[config.mk]
export PLATFORM = sky130hd
export DESIGN_NAME = num_joiner
export DESIGN_NICKNAME = d
export VERILOG_FILES = /design/src/rtl/num_joiner.sv
export SDC_FILE = /design/constraint.sdc
export NUM_CORES = 1
export LEC_CHECK = 0
export ABC_CLOCK_PERIOD_IN_PS = 3900
export BUFFER_PORTS_ARGS = -buffer_cell sky130_fd_sc_hd__buf_2
export CAP_MARGIN = 10
export CORE_MARGIN = 1.5
export CORE_UTILIZATION = 64
export DETAILED_ROUTE_END_ITERATION = 8
export HOLD_SLACK_MARGIN = 0.05
export PLACE_DENSITY = 0.85
export SYNTH_ARGS = -nofsm -noshare
export SYNTH_HDL_FRONTEND = slang
export SYNTH_SLANG_ARGS = --single-unit
[constraint.sdc]
create_clock -name clk -period 3.9 [get_ports clk]
set_input_delay 0.975 -clock clk [delete_from_list [all_inputs] [get_ports clk]]
set_output_delay 0.975 -clock clk [all_outputs]
set_load 0.1 [all_outputs]
[src/rtl/num_joiner.sv]
// rtl/num_joiner.sv - assembles a two-digit BCD entry (tens then units) into a binary value
module num_joiner #(
  parameter int WIDTH          = 8,
  parameter int TIMEOUT_CYCLES = 1000000
) (
  input  logic             clk,
  input  logic             rst_n,
  input  logic [3:0]       digito,
  input  logic             digito_valid,
  input  logic             enter,
  input  logic             clear,
  output logic [WIDTH-1:0] numero,
  output logic             numero_valid,
  output logic             busy,
  output logic             error
);

  // Counter wide enough to hold TIMEOUT_CYCLES; kept at one bit when the timeout is disabled.
  localparam int CW = (TIMEOUT_CYCLES > 0) ? $clog2(TIMEOUT_CYCLES + 1) : 1;

  typedef enum logic {
    IDLE,
    WAIT_UNITS
  } state_t;

  state_t           state_q, state_d;
  logic [3:0]       tens_q, tens_d;
  logic [CW-1:0]    cnt_q, cnt_d;
  logic [CW-1:0]    cnt_inc;
  logic [WIDTH-1:0] numero_q, numero_d;
  logic             valid_q, valid_d;
  logic             err_q, err_d;
  logic [6:0]       tens_ext;
  logic [6:0]       tens_x10;
  logic [6:0]       sum;
  logic             digit_ok;

  // tens*10 as shift-add; 9*10+9 = 99 fits in 7 bits so nothing overflows.
  assign tens_ext = {3'b000, tens_q};
  assign tens_x10 = (tens_ext << 3) + (tens_ext << 1);
  assign sum      = tens_x10 + {3'b000, digito};
  assign digit_ok = (digito <= 4'd9);
  assign cnt_inc  = cnt_q + 1'b1;

  // Next-state and output decode; priority is clear, digit, enter, then timeout.
  always_comb begin
    state_d  = state_q;
    tens_d   = tens_q;
    cnt_d    = cnt_q;
    numero_d = numero_q;
    valid_d  = 1'b0;
    err_d    = 1'b0;
    if (clear) begin
      state_d = IDLE;
      tens_d  = 4'd0;
      cnt_d   = '0;
    end else if (digito_valid) begin
      if (!digit_ok) begin
        err_d   = 1'b1;
        state_d = IDLE;
        tens_d  = 4'd0;
        cnt_d   = '0;
      end else if (state_q == IDLE) begin
        tens_d  = digito;
        state_d = WAIT_UNITS;
        cnt_d   = '0;
      end else begin
        numero_d = WIDTH'(sum);
        valid_d  = 1'b1;
        state_d  = IDLE;
        tens_d   = 4'd0;
        cnt_d    = '0;
      end
    end else if (enter && (state_q == WAIT_UNITS)) begin
      numero_d = WIDTH'(tens_q);
      valid_d  = 1'b1;
      state_d  = IDLE;
      tens_d   = 4'd0;
      cnt_d    = '0;
    end else if ((state_q == WAIT_UNITS) && (TIMEOUT_CYCLES > 0)) begin
      // The counter stops at the limit: reaching it aborts the entry instead of wrapping.
      if (cnt_inc == CW'(TIMEOUT_CYCLES)) begin
        err_d   = 1'b1;
        state_d = IDLE;
        tens_d  = 4'd0;
        cnt_d   = '0;
      end else begin
        cnt_d = cnt_inc;
      end
    end
  end

  // State, held digit, counter and registered outputs.
  always_ff @(posedge clk or negedge rst_n) begin
    if (!rst_n) begin
      state_q  <= IDLE;
      tens_q   <= 4'd0;
      cnt_q    <= '0;
      numero_q <= '0;
      valid_q  <= 1'b0;
      err_q    <= 1'b0;
    end else begin
      state_q  <= state_d;
      tens_q   <= tens_d;
      cnt_q    <= cnt_d;
      numero_q <= numero_d;
      valid_q  <= valid_d;
      err_q    <= err_d;
    end
  end

  assign numero       = numero_q;
  assign numero_valid = valid_q;
  assign error        = err_q;
  assign busy         = (state_q == WAIT_UNITS);

endmodule

After elaboration in Yosys (flattened, before gate mapping)

Index checks and enable logic that the tools add are counted.

Input port bits: 9
Bits in registers: 35
Output and inout port bits: 11
Word-level logic and storage cells: 54

Magnitude comparators: 1
Reductions and logical operators: 6
Mux-type cells: 34
Bitwise logic cells: 1
Equality and inequality tests: 3
Add/subtract/negate cells: 3

Operators with widths:

| cell                    | number |
|---|---|
| $mux W20                | 5 |
| $mux W8                 | 4 |
| $mux W4                 | 7 |
| $add A20 B1 Y20 const B | 1 |
| $eq A20 B20 Y1 const B  | 1 |
| $mux W1                 | 18 |
| $reduce_bool A4 Y1      | 2 |
| $add A7 B4 Y7           | 1 |
| $add A7 B5 Y7           | 1 |
| $le A4 B4 Y1 const B    | 1 |
| $ne A2 B1 Y1 const B    | 2 |
| $reduce_and A4 Y1       | 1 |
| $reduce_and A2 Y1       | 1 |
| $reduce_bool A2 Y1      | 1 |
| $logic_and A1 B1 Y1     | 1 |
| $not A1 Y1              | 1 |

Logic depth before layout (Yosys ltp)

Gate-level depths: netlist of run 1.

Word-level depth: 7
Gate-level depth with buffers: 10
Depth with buffers taken out: 8

Worst setup path before layout of run 1

Ideal clock, no wire load.

Kind: input to register
Start: input port digito[3]
End: register numero_q[6] (netlist: numero[6])
Arrival: 2.465 ns
Slack: 1.303 ns
Buffers on the path: 0
Library setup time: 0.132 ns
Stages on the path: 6
Path through: fa_1 -> fa_1 -> a21o_1 -> a21oi_1 -> xnor2_1 -> o22ai_1

Longest elaborated chain between the ends: 4

Ends and longest elaborated chain:

| what                 | line | source |
|---|---|---|
| start, declared      | 8    | `input logic [3:0] digito,` |
| $add A7 B4 Y7        | 41   | `assign sum = tens_x10 + {3'b000, digito};` |
| $mux W8              | 63   | `end else if (state_q == IDLE) begin` |
| $mux W8              | 58   | `if (!digit_ok) begin` |
| $mux W8              | 57   | `end else if (digito_valid) begin` |
| end signal, assigned | 106  | `numero_q <= numero_d;` |
| end, declared        | 30   | `logic [WIDTH-1:0] numero_q, numero_d;` |

Parallel ways exist; a longest one is shown, timed or not. The select of a mux whose other input is x is not followed.
A chain may end at the register's enable or synchronous reset.

Worst setup path after layout of run 1

Start: register cnt_q[2]
End: register cnt_q[7]

Longest elaborated chain between the ends: 7

Ends and longest elaborated chain:

| what                   | line | source |
|---|---|---|
| start, declared        | 28   | `logic [CW-1:0] cnt_q, cnt_d;` |
| start signal, assigned | 105  | `cnt_q <= cnt_d;` |
| $add A20 B1 Y20 (*)    | 43   | `assign cnt_inc = cnt_q + 1'b1;` |
| $eq A20 B20 Y1         | 82   | `if (cnt_inc == CW'(TIMEOUT_CYCLES)) begin` |
| $mux W20 (*)           | 82   |  |
| $mux W20 (*)           | 80   | `end else if ((state_q == WAIT_UNITS) && (TIMEOUT_CYCLES > 0)) begin` |
| $mux W20 (*)           | 74   | `end else if (enter && (state_q == WAIT_UNITS)) begin` |
| $mux W20 (*)           | 57   |  |
| $mux W20 (*)           | 53   | `if (clear) begin` |

Mark *: on every way between the ends. The rest lies on a longest branch, timed or not. The select of a mux whose other input is x is not followed.

==> impl_metrics.ini, run 1 <==
[global_route]
antenna_found_initial = 0
grt_pass1_vias = 1915
grt_first_pass_wirelength_mm = 9.18
grt_max_degree = 35
grt_remaining_overflow = 0
grt_util_all_layers_pct = 29.4

[sta]
slew_violations = 0
final_hold_viol_count = 0
finalCritPeriodShare_pct = 80.6
worst_pin_slew_ns = 0.878
slew_headroom_pct = 40.6
rsz0062_at_grt = no
finalSetupViolCount = 0
skew_ns = 0.00720
max_freq_mhz = 318
finalCriticalPeriod_ns = 3.15
tns_ns = 0

[pwr]
power.switching_uw = 372
p_seq_share_pct = 42.1
power_density_mw_per_mm2 = 374
pwr-share-comb_pct = 29.6
p_leak_nw = 1.08
power_uw = 931
power_frac_clock_pct = 28.3
swShare_pct = 40.0
intPower_uw = 559
ir_worst_vdd_uv = 360

[detailed_routing]
ant_nets = 0
post-route-drc-count = 0
via_per_inst = 6.49
routed_wl_mm = 5.40
routedWlPerCell_um = 16.6
vias = 2110
drt_pass1_iterations = 5
dr.first_iter.drc_count = 205

[synth]
async_flop_share_pct = 100
synth-main-ff-cell = dfrtp_1
yosysSeqAreaShare_pct = 36.6
syn_area_sq_mm = 0.00232
syn_nets = 289
ys_warn_count = 0
syn_area_per_cell_sq_um = 8.64
synth-seq-cells = 34
netlist_instances = 269
synth.distinct_cells = 53
synth_edf_count = 0

[floorplanning]
die-area_sq_mm = 0.00400
core-area_sq_mm = 0.00342
ios = 20
rows = 21
initial_core_util_pct = 68.1
die_h_um = 63.3
fp.dieW_um = 63.3

[clock_network]
ctsResizeCount = 0
cts_tree = done
clock_latency_ns = 0.35
htree_levels = 2
cts_num_sinks = 34
cts_hold_buf = 0
cts_made_buffers = 5
path_clk_slew_ns = 0.11
cts-root-buf = clkbuf_4
post_cts_buffers = 0
cts_max_path_buffers = 2

[placed_design]
dp_hpwl_mm = 3.77
placed_cells = 317
gp_congestion = 0.943
place_area_sq_mm = 0.00240
portBuffers = 18

[critical_path]
end_kind = register
crit_path_start_kind = register
critPathArrivalTime_ns = 3.38
cp_max_fo = 24
path_class = reg -> reg
required_ns = 4.13

[finish]
n_antenna_cell = 0
fin_cells = 325
drive_gt1_share_pct = 13.6
layout_commonest_cell = dfrtp_1
design_area_sq_mm = 0.00249
syn_to_final_growth_pct = 6.94
finalNetCount = 298
mostFrequentLayoutCells = 34 x dfrtp_1, 26 x nand2_1, 20 x nor2_1, 18 x buf_2

[run]
drv_cap = 0

[run_status]
outcome = complete, no violations

[worst_hold_path]
worstHoldPathType = reg -> reg
registers in the layout, indices dropped and copies added, names as in the netlist:
name,cells
numero_valid,1
cnt_q,20
busy,1
error,1
tens_q,4
numero,7
metal layers:
metal | up-vias | global-route usage (%) | part of all wire (%)
met2 | 123 | 44.3 | 45
met4 | 0 | 10.9 | 2.1
met1 | 970 | 40.7 | 44
li1 | 1003 | - | -
met3 | 14 | 8.21 | 9.3
met5 | - | 0 | 0
power by group through the flow:
| stage | clock [mW] | sequential (mW) | combinational, mW |
|---|---|---|---|
| 6_report | 0.263 | 0.392 | 0.275 |
| 5_1_grt | 0.284 | 0.395 | 0.290 |
| 4_1_cts | 0.270 | 0.392 | 0.275 |
| 3_5_place_dp | 0 | 0.399 | 0.274 |
| 3_3_place_gp | 0 | 0.397 | 0.270 |
| 2_1_floorplan | 0 | 0.556 | 0.0634 |
through the flow:
step	utilization (%)	hold WS [ns]	setup WS, ns
2_1_floorplan	-	0.483	1.30
3_3_place_gp	70.4	0.501	0.942
3_5_place_dp	70.4	0.508	0.855
4_1_cts	72.8	0.524	0.830
5_1_grt	72.8	0.545	0.536
6_report	72.8	0.521	0.755
worst max-delay path, stage by stage, from the launching register on:
cell	delay, ns
dfrtp_1	0.51
and4_1	0.44
nand2_1	0.15
o311a_1	0.30
nor4_1	0.42
nand4_2	0.58
nand2_1	0.47
o22ai_1	0.15
area by class of cell:
| type | instances | area, sq um |
|---|---|---|
| inverters | 13 | 48.8 |
| clock inverters | 3 | 45.0 |
| flip-flops and latches | 34 | 851 |
| repair buffers | 21 | 113 |
| clock buffers | 5 | 37.5 |
| fillers | 272 | 930 |
| well taps | 46 | 57.6 |
| multi-input cells | 203 | 1330 |
synthesized netlist by cell type (all sizes together) (2+ instances only):
master  number  area (sq um)
dfrtp       34           851
nand2       28           110
nor2        20          75.1
a21oi       14          70.1
nand3       14          70.1
o21ai       14          70.1
inv         13          48.8
clkbuf      11          41.3
nand4       11          75.1
ha           9           113
a31oi        8          50.1
buf          8          56.3
a21o         6          45.0
nor4b        6          52.6
a22oi        5          37.5
and4         5          43.8
mux2i        5          50.1
o22ai        4          25.0
xnor2        4          35.0
a31o         3          26.3
and3         3          18.8
nor3         3          15.0
o31ai        3          22.5
or3          3          18.8
a32o         2          20.0
and2         2          12.5
fa           2          40.0
nand2b       2          12.5
nand3b       2          15.0
nor2b        2          12.5
nor3b        2          15.0
nor4         2          12.5
o211ai       2          15.0
or4          2          18.8
xor2         2          17.5
logic make-up (layout without fill, tap and decap cells):
family | count (synthesis) | in the layout | share of synthesized area, %
buffers and inverters | 32 | 42 | 6.30
xor gates and xnor gates | 6 | 6 | 2.26
AOI/OAI and AO/OA | 69 | 69 | 19.5
and+or+nand+nor | 110 | 110 | 25.9
adders and majority gates | 11 | 11 | 6.57
DFF | 34 | 34 | 36.6
other | 1 | 1 | 0.161
muxes | 6 | 6 | 2.64
worst paths after layout:
kind	cells after the start	to	from	slack, ns
hold / removal	1	cnt_q[12]$_DFFE_PN0P_	cnt_q[12]$_DFFE_PN0P_	0.52
setup / recovery	7	cnt_q[7]$_DFFE_PN0P_	cnt_q[2]$_DFFE_PN0P_	0.75
hold reg to reg	1	cnt_q[12]$_DFFE_PN0P_	cnt_q[12]$_DFFE_PN0P_	0.52
setup reg to reg	7	cnt_q[7]$_DFFE_PN0P_	cnt_q[2]$_DFFE_PN0P_	0.75
min in group asynchronous	1	busy$_DFF_PN0_	rst_n	0.67
max in group asynchronous	1	cnt_q[16]$_DFFE_PN0P_	rst_n	2.76
Power figures use the tool's default switching activity.
==> inputs of run 2 (changes only) <==
ABC_CLOCK_PERIOD_IN_PS = 2900   (was 3900)
CORE_UTILIZATION = 60   (was 64)
PLACE_DENSITY = 0.8   (was 0.85)
clock period = 2.9 ns   (was 3.9 ns; I/O delays follow)
==> run 2 against run 1 <==
Against the previous run:
- critical endpoint is now error$_DFF_PN0_
- highest routed layer unchanged
- first-iteration DRC count is 2.0% lower
- critical path depth increased by 1
- count of clock-buffer cells in the layout is the same
- via count is 2.0% higher
==> impl_metrics.ini, run 2 (synthesized netlist as in run 1, its figures left out) <==
[run_status]
outcome = complete, no violations

[global_route]
grt_max_degree = 35
antenna_found_initial = 0
grt_util_all_layers_pct = 30.1
grt_first_pass_wirelength_mm = 9.96
grt_remaining_overflow = 0
grt_pass1_vias = 2089

[sta]
layout_setup_ws_ns = 0.228
finalSetupViolCount = 0
rsz0062_at_grt = no
tns_ns = 0
finalCriticalPeriod_ns = 2.67
max_freq_mhz = 374
finalCritPeriodShare_pct = 92.1
slew_headroom_pct = 49.0
holdWs_ns = 0.496
skew_ns = 0.00751
final_hold_viol_count = 0
worst_pin_slew_ns = 0.754
slew_violations = 0

[pwr]
ir_worst_vdd_uv = 444
p_leak_nw = 1.15
p_seq_share_pct = 36.9
swShare_pct = 36.1
power_density_mw_per_mm2 = 549
pwr-share-comb_pct = 25.8
power.switching_uw = 518
power_frac_clock_pct = 37.2
intPower_uw = 916

[clock_network]
clock_latency_ns = 0.29
cts_max_path_buffers = 2
cts_hold_buf = 0
cts_made_buffers = 5
ctsResizeCount = 0
path_clk_slew_ns = 0.08
htree_levels = 2
cts_num_sinks = 34
cts_tree = done
post_cts_buffers = 0
cts-root-buf = clkbuf_8

[placed_design]
place_ws_ns = 0.176
place_area_sq_mm = 0.00247
dp_hpwl_mm = 4.06
gp_congestion = 0.896
portBuffers = 18

[critical_path]
path_class = reg -> reg
required_ns = 3.12
r2r_cells = 8
worstReg2RegStart = cnt_q[8]$_DFFE_PN0P_
end_kind = register
path_cells = and4_2 > nand2_2 > or4_4 > a211oi_2 > nand4_2 > buf_4 > or3_1 > a21oi_1
crit_start = cnt_q[8]$_DFFE_PN0P_
endpoint = error$_DFF_PN0_
rrSetupSlack_ns = 0.23
cp_max_fo = 12
cp_slowest_stage_delay_ns = 0.53
crit_path_start_kind = register
worst-path-buf-inv = 1
critPathArrivalTime_ns = 2.89
slowest_stage = or4_4
crit_cells = 8
r2r-end = error$_DFF_PN0_
crit_family = simple AND/OR/NAND/NOR gates

[detailed_routing]
drt_pass1_iterations = 4
vias = 2152
dr.first_iter.drc_count = 201
routed_wl_mm = 5.70
ant_nets = 0
via_per_inst = 6.42
routedWlPerCell_um = 17.0
post-route-drc-count = 0

[floorplanning]
rows = 22
die_h_um = 65.2
ios = 20
core-area_sq_mm = 0.00369
die-area_sq_mm = 0.00426
fp.dieW_um = 65.2
initial_core_util_pct = 63.0

[finish]
drive_gt1_share_pct = 17.1
design_area_sq_mm = 0.00261
finalNetCount = 306
fin_util_pct = 70.9
n_antenna_cell = 0
syn_to_final_growth_pct = 12.4
layout_commonest_cell = dfrtp_1
mostFrequentLayoutCells = 34 x dfrtp_1, 26 x nand2_1, 20 x nor2_1, 18 x buf_2
largest_reg_flops = 20
max_flop_register = cnt_q

[worst_hold_path]
worstHoldPathType = in -> async

[run]
drv_cap = 0
## run 2: cell count changes in the layout (fill, tap and decap cells not counted), moves of 2 or more
cell | before | now
buf_4 | 3 | 11
clkbuf_4 | 5 | 0
clkbuf_8 | 0 | 5
and4_1 | 5 | 3
clkinvlp_4 | 2 | 0
## run 2: worst min path at each step
| stage | start | to | slack [ns] | cells after the start |
|---|---|---|---|---|
| detailed placement | numero[1]$_DFFE_PN0P_ | numero[1]$_DFFE_PN0P_ | 0.52 | 2 |
| global route | cnt_q[12]$_DFFE_PN0P_ | cnt_q[12]$_DFFE_PN0P_ | 0.54 | 1 |
| floorplan | rst_n | busy$_DFF_PN0_ | 0.43 | 0 |
| global placement | numero[1]$_DFFE_PN0P_ | numero[1]$_DFFE_PN0P_ | 0.50 | 2 |
| finish | rst_n | numero_valid$_DFF_PN0_ | 0.50 | 1 |
| CTS | rst_n | numero_valid$_DFF_PN0_ | 0.52 | 1 |
## run 2: area by class of cell
cell class / count / area, sq um
Tap cell: 48 / 60.1
Clock buffer: 5 / 68.8
Multi-Input combinational cell: 203 / 1340
Inverter: 13 / 48.8
Clock inverter: 3 / 68.8
Fill cell: 296 / 1070
Sequential cell: 34 / 851
Timing Repair Buffer: 29 / 173
## run 2: metrics by stage
| step | total power [mW] | cells |
|---|---|---|
| 4_1_cts | 1.44 | 335 |
| 2_1_floorplan | 0.833 | 269 |
| 3_3_place_gp | 0.900 | 327 |
| 5_1_grt | 1.48 | 335 |
| 3_5_place_dp | 0.910 | 327 |
| 6_report | 1.43 | 335 |
## run 2: power by group through the flow
stage / logic (mW) / registers (mW) / clock network, mW
after floorplan: 0.0852 / 0.747 / 0
after global placement: 0.366 / 0.534 / 0
after detailed placement: 0.372 / 0.538 / 0
after CTS: 0.371 / 0.529 / 0.537
after global routing: 0.392 / 0.533 / 0.556
final: 0.371 / 0.529 / 0.534
## run 2: routing by layer
layer | track usage [%] | part of all wire [%] | vias up
li1 | - | - | 1018
met1 | 41.9 | 45 | 1056
met2 | 49.0 | 47 | 72
met3 | 5.31 | 6.1 | 6
met4 | 7.29 | 0.93 | 0
met5 | 0 | 0 | -
